## config.mk

```make
export PLATFORM = sky130hd
export DESIGN_NAME = instruction_fetch
export DESIGN_NICKNAME = d
export VERILOG_FILES = /design/src/rtl/instruction_fetch.sv
export SDC_FILE = /design/constraint.sdc
export NUM_CORES = 1
export LEC_CHECK = 0
export ABC_CLOCK_PERIOD_IN_PS = 2300
export CAP_MARGIN = 20
export CORE_MARGIN = 4
export CORE_UTILIZATION = 25
export CTS_BUF_LIST = sky130_fd_sc_hd__clkbuf_8
export CTS_CLUSTER_DIAMETER = 120
export DETAILED_ROUTE_END_ITERATION = 12
export PLACE_DENSITY = 0.5
export SYNTH_ARGS = -nofsm -noshare
export SYNTH_HDL_FRONTEND = slang
export SYNTH_SLANG_ARGS = --single-unit
```

## constraint.sdc

```tcl
create_clock -name clk -period 2.3 [get_ports clk]
set_input_delay 0.46 -clock clk [delete_from_list [all_inputs] [get_ports clk]]
set_output_delay 0.46 -clock clk [all_outputs]
set_load 0.02 [all_outputs]
```

## src/rtl/instruction_fetch.sv

```systemverilog
// instruction_fetch: PC register, 64-word ROM addressing and IF/ID pipeline register.
// Define JUMP_EARLY_EN to resolve J-type jumps in the fetch stage.
module instruction_fetch #(
  parameter logic [31:0] RESET_PC = 32'h0000_0000
) (
  input  logic        clk,
  input  logic        rst_n,
  input  logic        stall,
  input  logic        redirect,
  input  logic [31:0] redirect_pc,
  output logic [5:0]  rom_addr,
  input  logic [31:0] rom_data,
  output logic        ifid_valid,
  output logic [31:0] ifid_instr,
  output logic [31:0] ifid_pc,
  output logic [31:0] ifid_pc4
);
  logic [31:0] pc_q, pc_d, pc4, seq_pc;
  logic        valid_q, valid_d;
  logic [31:0] instr_q, instr_d, ipc_q, ipc_d, ipc4_q, ipc4_d;
  assign pc4 = pc_q + 32'd4;
`ifdef JUMP_EARLY_EN
  assign seq_pc = (rom_data[31:26] == 6'b000010) ? {pc4[31:28], rom_data[25:0], 2'b00} : pc4;
`else
  assign seq_pc = pc4;
`endif
  always_comb begin
    pc_d    = pc_q;
    valid_d = valid_q;
    instr_d = instr_q;
    ipc_d   = ipc_q;
    ipc4_d  = ipc4_q;
    if (redirect) begin
      pc_d    = redirect_pc & ~32'h3;
      valid_d = 1'b0;
      instr_d = 32'h0;
      ipc_d   = 32'h0;
      ipc4_d  = 32'h0;
    end else if (!stall) begin
      pc_d    = seq_pc;
      valid_d = 1'b1;
      instr_d = rom_data;
      ipc_d   = pc_q;
      ipc4_d  = pc4;
    end
  end
  always_ff @(posedge clk or negedge rst_n) begin
    if (!rst_n) begin
      pc_q    <= RESET_PC;
      valid_q <= 1'b0;
      instr_q <= 32'h0;
      ipc_q   <= 32'h0;
      ipc4_q  <= 32'h0;
    end else begin
      pc_q    <= pc_d;
      valid_q <= valid_d;
      instr_q <= instr_d;
      ipc_q   <= ipc_d;
      ipc4_q  <= ipc4_d;
    end
  end
  assign rom_addr   = pc_q[7:2];
  assign ifid_valid = valid_q;
  assign ifid_instr = instr_q;
  assign ifid_pc    = ipc_q;
  assign ifid_pc4   = ipc4_q;
endmodule

```

After elaboration in Yosys (flattened, before gate mapping):

Index checks and enable logic that the tools add are counted.

* input bits: 68
* register bits: 129
* word-level logic and storage cells: 16

* equal/unequal tests: 1
* add/subtract/negate cells: 1
* multiplexer cells: 9

Operators with widths (count)
* two-way mux 32 bit: 7
* adder 32 x 3 -> 32 bit, second input constant: 1
* two-way mux 1 bit: 2
* != test 2 x 1 -> 1 bit, second input constant: 1

Logic depth before layout (Yosys ltp):

* depth in word-level cells: 3
* mapped depth: 7

Least setup slack after synthesis:

OpenSTA, ideal clock, no wires.

* path type: register to register
* start point: register pc_q[2]
* end point: register ipc4_q[22], in the netlist ifid_pc4[22]
* data required time: 2.201 ns
* setup slack: 0.147 ns
* setup time: 0.099 ns
* stages on the path, launching flop included: 8
* arrival: 2.053 ns
* cell sequence: dfrtp_1 ha_1 clkbuf_1 nand3_1 or2_2 clkbuf_1 or4_1 a311oi_1

* longest elaborated chain between the ends: 3

RTL lines
* from (decl): line 18 `logic [31:0] pc_q, pc_d, pc4, seq_pc;`
* from (signal assigned): line 55 `pc_q <= pc_d;`
* adder 32 x 3 -> 32 bit: line 21 `assign pc4 = pc_q + 32'd4;`
* two-way mux 32 bit: line 39 `end else if (!stall) begin`
* two-way mux 32 bit: line 33 `if (redirect) begin`
* to (signal assigned): line 59 `ipc4_q <= ipc4_d;`
* to (decl): line 20 `logic [31:0] instr_q, instr_d, ipc_q, ipc_d, ipc4_q, ipc4_d;`

Every way passes these cells. The select of a mux whose other input is x is not followed.
A chain may end at the register's enable or synchronous reset.

Worst setup path in the final report:

* start point: register pc_q[2]
* end point: output port rom_addr[0]

RTL lines
* to (decl): line 11 `output logic [5:0] rom_addr,`

No word-level cell between the ends.

==> results.ini <==
[final_layout]
nFillCells=2496
n_antenna_cell=0
final_core_util_pct=35.8
nets=870
area_growth_pct=41.0
final_cell_mix=clkdlybuf4s50_1 (165), dfrtp_1 (124), nor2_1 (106)
final_common_cell=clkdlybuf4s50_1
drive_gt1_share_pct=10.6
final-instance-count-excl-fill=1137
fin_area_sq_um=8710

[clock_network]
cts_setup_buffers=0
insertion_delay_ns=0.44
cts_buffers=17
path_clk_slew_ns=0.07
h-tree-depth=4
cts_tree=built
clock_sinks=124
cts_buffer_depth=2
root_buffer=clkbuf_8

[logic_synthesis]
syn_nets=700
yosysSeqAreaShare_pct=50.2
synth_top_area_share_pct=50.2
synth_edf_count=0
synth.largest_area_cell=dfrtp_1
yosys_warnings=0
synthTopCellsByArea=dfrtp_1 (50%), mux2i_1 (8.9%), nor2_1 (6.4%)
ys_ff_latch=124
synthFlopType=dfrtp_1
yosysUniqueCellTypes=47
synthesis.area_sq_um=6180
postSynthCellCount=631
async_flop_share_pct=100
syn_avg_cell_area_sq_um=9.80

[min_path]
hold_end=ifid_pc[20]$_DFFE_PN0N_
min_path_cells=2
min_from=redirect
hold_path_class=in2reg

[grt]
antenna_found_initial=0
grtUsageTotal_pct=14.5
overflow=0
grt_max_degree=61
grt_pass1_wl_microns=30700
grt_pass1_vias=5263

[placed_design]
place.gp.congestion=0.809
dp.cells=1105
pre_cts_slack_ns=0.0953
postPlaceCellArea_sq_um=8280
hpwl_microns=13900
portBuffers=168

[timing]
worst_slack_ns=0.135
tightest_slew_ns=0.721
setup_viol=0
rsz0062_at_grt=no
fin_crit_ns=2.16
hold_violations=0
fin_worst_skew_ns=0.0154
slew_violations=0
max_slew_margin_pct=51.5
max_freq_mhz=462
setup_tns_ns=0
finalCritPeriodShare_pct=94.1

[detailed_routing]
vias=5291
via_per_inst=4.65
ant_nets=0
wl_per_cell_microns=17.2
drc=0
drt-pass1-iter-count=4
drtIter0Drc=234
drt-total-wl_microns=19500

[critical_path]
worstPathCellList=buf_4 > clkdlybuf4s50_1
timing.rr.start=pc_q[13]$_DFFE_PN0N_
worst-setup-path-type=reg2out
slowest_delay_ns=0.63
crit_family=buffers and inverters
cp_max_fo=6
worstPathRequired_ns=1.84
critPathBufInv=2
worstSetupStartpoint=pc_q[2]$_DFFE_PN0N_
arrival_ns=1.70
r2r_setup_slack_ns=0.18
start_kind=flop
crit_slowest_cell=clkdlybuf4s50_1
endpoint_kind=output port
worstRegToRegCells=4
worstReg2RegEnd=ifid_pc4[28]$_DFFE_PN0N_

[power]
p_leak_nw=3.63
seqPwrFrac_pct=43.2
power.density_nw_per_um2=657
p_switching_w=0.00163
combPwrFrac_pct=20.1
vdd_drop_max_uv=333
p_int_w=0.00409
swShare_pct=28.5
clkPwrFrac_pct=36.7

[floorplanning]
die_w_microns=165
initial_core_util_pct=25.4
rows=57
core-area_sq_um=24300
die_area_sq_um=27300
io_pins=171
die_y_microns=165

[flow_run]
max_cap_violations=0

[status]
status=finished clean

## what timing repair did
item | CTS | global route
resized for setup | 0 | 1
endpoints found under the setup margin | 0 | 1
hold endpoints to repair | 36 | 0
hold buffers | 1 | 0
## power by group through the flow
stage	combinational, W	clock, W	sequential, W
floorplan	0.000472	0	0.00261
global placement	0.00116	0	0.00251
detailed placement	0.00116	0	0.00251
CTS	0.00117	0.00219	0.00247
global route	0.00126	0.00229	0.00250
finish	0.00115	0.00210	0.00247
## metrics by stage
step           hold WS, ns  power, W
3_5_place_dp         0.405   0.00367
4_1_cts              0.375   0.00583
6_report             0.402   0.00572
2_1_floorplan        0.164   0.00309
5_1_grt              0.383   0.00604
3_3_place_gp         0.400   0.00367
## logic make-up (layout without fill, tap and decap cells)
group | after synthesis | after routing | share of synthesized area [%]
xor+xnor | 26 | 26 | 3.68
compound gates | 97 | 97 | 10.6
simple gates | 254 | 254 | 20.0
mux | 55 | 55 | 8.91
fa+ha+maj | 1 | 1 | 0.202
flops | 124 | 124 | 50.2
buf+inv | 74 | 256 | 6.33
## layout make-up
| type | count | area [sq um] | share of cell area, % |
|---|---|---|---|
| Sequential cell | 124 | 3100 | 35.6 |
| Multi-Input combinational cell | 433 | 2690 | 30.9 |
| Timing Repair Buffer | 219 | 2080 | 23.8 |
| Tap cell | 324 | 405 | 4.65 |
| Clock buffer | 19 | 262 | 3.00 |
| Clock inverter | 12 | 155 | 1.78 |
| Inverter | 6 | 22.5 | 0.258 |
## cells in the mapped netlist (4+ instances only)
| cell | number |
|---|---|
| nand4_1 | 10 |
| buf_6 | 4 |
| and4_1 | 5 |
| clkbuf_1 | 35 |
| buf_1 | 5 |
| or3_1 | 13 |
| o31ai_1 | 11 |
| a31oi_1 | 11 |
| or4_1 | 17 |
| a211oi_1 | 8 |
| buf_2 | 10 |
| a21oi_1 | 14 |
| nand3_1 | 11 |
| o21ai_0 | 24 |
| a311oi_1 | 12 |
| nand2_1 | 49 |
| xor2_1 | 8 |
| dfrtp_1 | 124 |
| nor2_1 | 106 |
| mux2i_1 | 55 |
| inv_1 | 6 |
| buf_4 | 11 |
| and3_1 | 6 |
| nand4b_1 | 6 |
| nor3_1 | 8 |
| nor4_1 | 12 |
| xnor2_1 | 18 |
## flip-flops by register name, summed over array words and instances (netlist names)
signal and cells:
ifid_pc 31, ifid_instr 32, ifid_pc4 30, ifid_valid 1, pc_q 30
## worst max path at each step
stage                     slack (ns)  depth (start not counted)                        to
after floorplan                 0.15                          7  ifid_pc4[22]$_DFFE_PN0N_
after global placement          0.11                          4  ifid_pc4[27]$_DFFE_PN0N_
after detailed placement         0.1                          4  ifid_pc4[29]$_DFFE_PN0N_
after CTS                       0.09                          4  ifid_pc4[29]$_DFFE_PN0N_
after global routing            0.04                          2               rom_addr[0]
final                           0.14                          2               rom_addr[0]
## metal layers
metal | routed length [microns] | global-route usage (%)
met3 | 1750 | 6.16
met5 | 0 | 0
met2 | 8930 | 22.3
met4 | 52 | 2.42
met1 | 8810 | 19.5
No activity file was read; power rests on OpenSTA's default activity.
==> RTL edit 1: new RTL, same flow settings <==
Build with the macro `JUMP_EARLY_EN` defined.
--- a/src/rtl/instruction_fetch.sv
+++ b/src/rtl/instruction_fetch.sv
@@ -1,5 +1,7 @@
 // instruction_fetch: PC register, 64-word ROM addressing and IF/ID pipeline register.
 // Define JUMP_EARLY_EN to resolve J-type jumps in the fetch stage.
+`define JUMP_EARLY_EN
+
 module instruction_fetch #(
   parameter logic [31:0] RESET_PC = 32'h0000_0000
 ) (
Formal check against the unedited RTL: not equivalent (a bounded check fails within 4 cycles, from zero or initial values and one cycle with rst_n low).
==> RTL edit 1 against the original RTL <==
- cell area shrank 0.36%
- critical path depth is the same
- sequential cell count is the same
- synthesized area is essentially flat
- wire length grew 2.0%
- sequential share of layout area grew 0.13 points
- setup slack gained 28 ps
- total power shrank 3.2%
- largest power group unchanged
==> RTL edit 1: results (changes against the original RTL) <==
Global routing
  – Antenna violations before repair: 4 (was 0)
  – Number of global-route vias before repair: 5051 (was 5263)
  – Met3 usage in global routing: 0.0449 (was 0.0616)
  – Largest net degree at the start of global routing: 95 (was 61)

Synthesis
  – Post-Syn Area per Cell: 9.99 um2 (was 9.80 um2)
  – Post-Syn Nets: 688 (was 700)
  – Register area share after synthesis: 0.502 (about the same)
  – Top cells by count, synth: 124 x dfrtp_1, 112 x nor2_1, 54 x mux2i_1 (was 124 x dfrtp_1, 106 x nor2_1, 55 x mux2i_1)

Pwr
  – Leak: 3.73 nW (was 3.63 nW)
  – P_int: 3.90 mW (was 4.09 mW)

Cells and area
  – Share of layout cells above drive strength 1: 0.108 (was 0.106)
  – Number of non-clock inverters in the layout: 15 (was 6)
  – Fin nets: 856 (was 870)
  – #MultiIn Comb: 425 (was 433)
  – Inserted Diodes: 1 (was 0)
  – Seq_cells: 124 (unchanged)

Worst setup path
  – Setup crit end: rom_addr[3] (was rom_addr[0])
  – Critical path arrival: 1680 ps (was 1700 ps)
  – CP max FO: 7 (was 6)

Min path
  – Hold Path Sink: ifid_instr[11]$_DFFE_PN0P_ (was ifid_pc[20]$_DFFE_PN0N_)
  – Hold path startpoint: stall (was redirect)

Place
  – Global placement routability congestion: 0.774 (was 0.809)
  – DP HPWL: 14.4 mm (was 13.9 mm)
  – Cells after DPL: 1091 (was 1105)

Drt
  – Drt total wl: 19.9 mm (was 19.5 mm)
  – Met3 routed WL: 1.25 mm (was 1.75 mm)

Outcome
  – Outcome: complete, no violations (unchanged)
-- RTL edit 1: changes by cell type in the layout (fill, tap and decap cells not counted), sizes merged, moves of 11 or more --
cell / before / now
a21oi: 14 / 41
a22oi: 0 / 16
or4: 17 / 1
buf: 53 / 38
nor2b: 3 / 18
a221o: 0 / 13
a311oi: 12 / 0
nand2: 49 / 37
a31oi: 11 / 0
or3: 13 / 2
-- RTL edit 1: cell families (layout without fill, tap and decap cells) --
kind of cell | Yosys count | in the layout | synth area share
AOI/OAI and AO/OA | 113 | 113 | 0.122
xor gates and xnor gates | 32 | 32 | 0.0453
adders and majority gates | 1 | 1 | 0.00202
buffers and inverters | 70 | 250 | 0.0611
DFF | 124 | 124 | 0.502
muxes | 57 | 57 | 0.0929
other | 0 | 1 | 0
and+or+nand+nor | 222 | 222 | 0.174
-- RTL edit 1: metrics by stage --
stage	setup TNS, ps	area (um2)
finish	0	8680
global route	0	8680
CTS	0	8680
detailed placement	-5070	8300
global placement	-4670	8300
floorplan	0	6180
==> RTL edit 2: new RTL, same settings <==
Made on the original files. Take the reset off `instr_q` and load it in a clocked block of its own.
--- a/src/rtl/instruction_fetch.sv
+++ b/src/rtl/instruction_fetch.sv
@@ -48,16 +48,18 @@
     if (!rst_n) begin
       pc_q    <= RESET_PC;
       valid_q <= 1'b0;
-      instr_q <= 32'h0;
       ipc_q   <= 32'h0;
       ipc4_q  <= 32'h0;
     end else begin
       pc_q    <= pc_d;
       valid_q <= valid_d;
-      instr_q <= instr_d;
       ipc_q   <= ipc_d;
       ipc4_q  <= ipc4_d;
     end
+  end
+
+  always_ff @(posedge clk) begin
+    instr_q <= instr_d;
   end
   assign rom_addr   = pc_q[7:2];
   assign ifid_valid = valid_q;
Check against the original RTL: not equivalent (Yosys sat finds a counterexample within 4 cycles, from zero or initial values and one cycle with rst_n low).
==> RTL edit 2 against the original RTL <==
- highest routed layer unchanged
- synthesized area fell by 3.3%
- non-clock buffer count fell by 2
- sequential cell count did not move
- cell area fell by 1.2%
- cell count fell by 0.79%
- total power rose by 1.0%
- wire length fell by 0.88%
- critical path type unchanged
- sequential power barely moved
- setup slack got worse by 15 ps
==> RTL edit 2: results (changes against the original RTL) <==
Cells and area
  – Seq/total area: 0.342 (was 0.356)
  – Share of layout cells above drive strength 1: 0.119 (was 0.106)
  – Fin nets: 865 (was 870)
  – Non-clk buf share: 0.243 (was 0.238)
  – Clock Buffer Count: 17 (was 19)
  – #MultiIn Comb: 427 (was 433)
  – Non-Clock Buffer Count: 217 (was 219)
  – FF+latch area: 2940 um2 (was 3100 um2)
  – Clk tree area frac: 0.0496 (was 0.0478)
  – Seq_cells: 124 (unchanged)
  – Multi-input gate area: 2710 um2 (was 2690 um2)
  – Number of non-clock inverters in the layout: 9 (was 6)

Drt
  – Met3 routed WL: 1.87 mm (was 1.75 mm)
  – Metal2 WL: 8.29 mm (was 8.93 mm)
  – Wire length on met1: 8.89 mm (was 8.81 mm)

Synthesis
  – Post-Syn Area per Cell: 9.60 um2 (was 9.80 um2)
  – Post-Syn Nets: 692 (was 700)
  – Adder-cell area share of the yosys netlist: 0.00209 (was 0.00202)
  – Post-synthesis compound-gate area fraction: 0.112 (was 0.106)
  – Asr flop ratio synth: 0.742 (was 1.00)
  – Top post-synthesis cells by area: dfrtp_1 39%, dfxtp_1 11%, mux2i_1 9.5% (was dfrtp_1 50%, mux2i_1 8.9%, nor2_1 6.4%)
  – Top cells by count, synth: 101 x nor2_1, 92 x dfrtp_1, 57 x mux2i_1 (was 124 x dfrtp_1, 106 x nor2_1, 55 x mux2i_1)

Timing
  – Clk_skew: 9.83 ps (was 15.4 ps)
  – Relative slew slack: 0.456 (was 0.515)

Pwr
  – Peak supply drop: 0.000354 V (was 0.000333 V)
  – P_int: 4.06 mW (was 4.09 mW)
  – Clock Power: 2.17 mW (was 2.10 mW)

Global routing
  – Met3 usage in global routing: 0.0676 (was 0.0616)
  – First-pass GRT wire length: 30.7 mm (about the same)
  – Routing usage on met1: 0.201 (was 0.195)

Worst setup path
  – Critical path arrival: 1720 ps (was 1700 ps)
  – CP max FO: 5 (was 6)

Place
  – DP HPWL: 13.7 mm (was 13.9 mm)
  – Placed Area: 8160 um2 (was 8280 um2)

Outcome
  – Outcome: complete, no violations (unchanged)
## RTL edit 2: cell types whose count changed after synthesis, sizes merged, moves of 4 or more
cell and change:
clkbuf -11, or4 +10, nor2 -5, and3 -4
o31ai +4, nand2 +4, dfxtp +32, buf +6
nand4b -4, dfrtp -32
## RTL edit 2: final timing paths
kind / startpoint / to / slack [ps] / cells after the start
min in group asynchronous: rst_n / ifid_pc[14]$_DFFE_PN0N_ / 470 / 2
max in group asynchronous: rst_n / pc_q[5]$_DFFE_PN0N_ / 1210 / 3
worst max-delay path: pc_q[4]$_DFFE_PN0N_ / rom_addr[2] / 120 / 2
worst min-delay path: stall / ifid_pc4[4]$_DFFE_PN0N_ / 350 / 3
worst max register to register: pc_q[8]$_DFFE_PN0N_ / ifid_pc4[25]$_DFFE_PN0N_ / 130 / 5
worst min register to register: ifid_instr[31]$_SDFFE_PP0N_ / ifid_instr[31]$_SDFFE_PP0N_ / 490 / 2
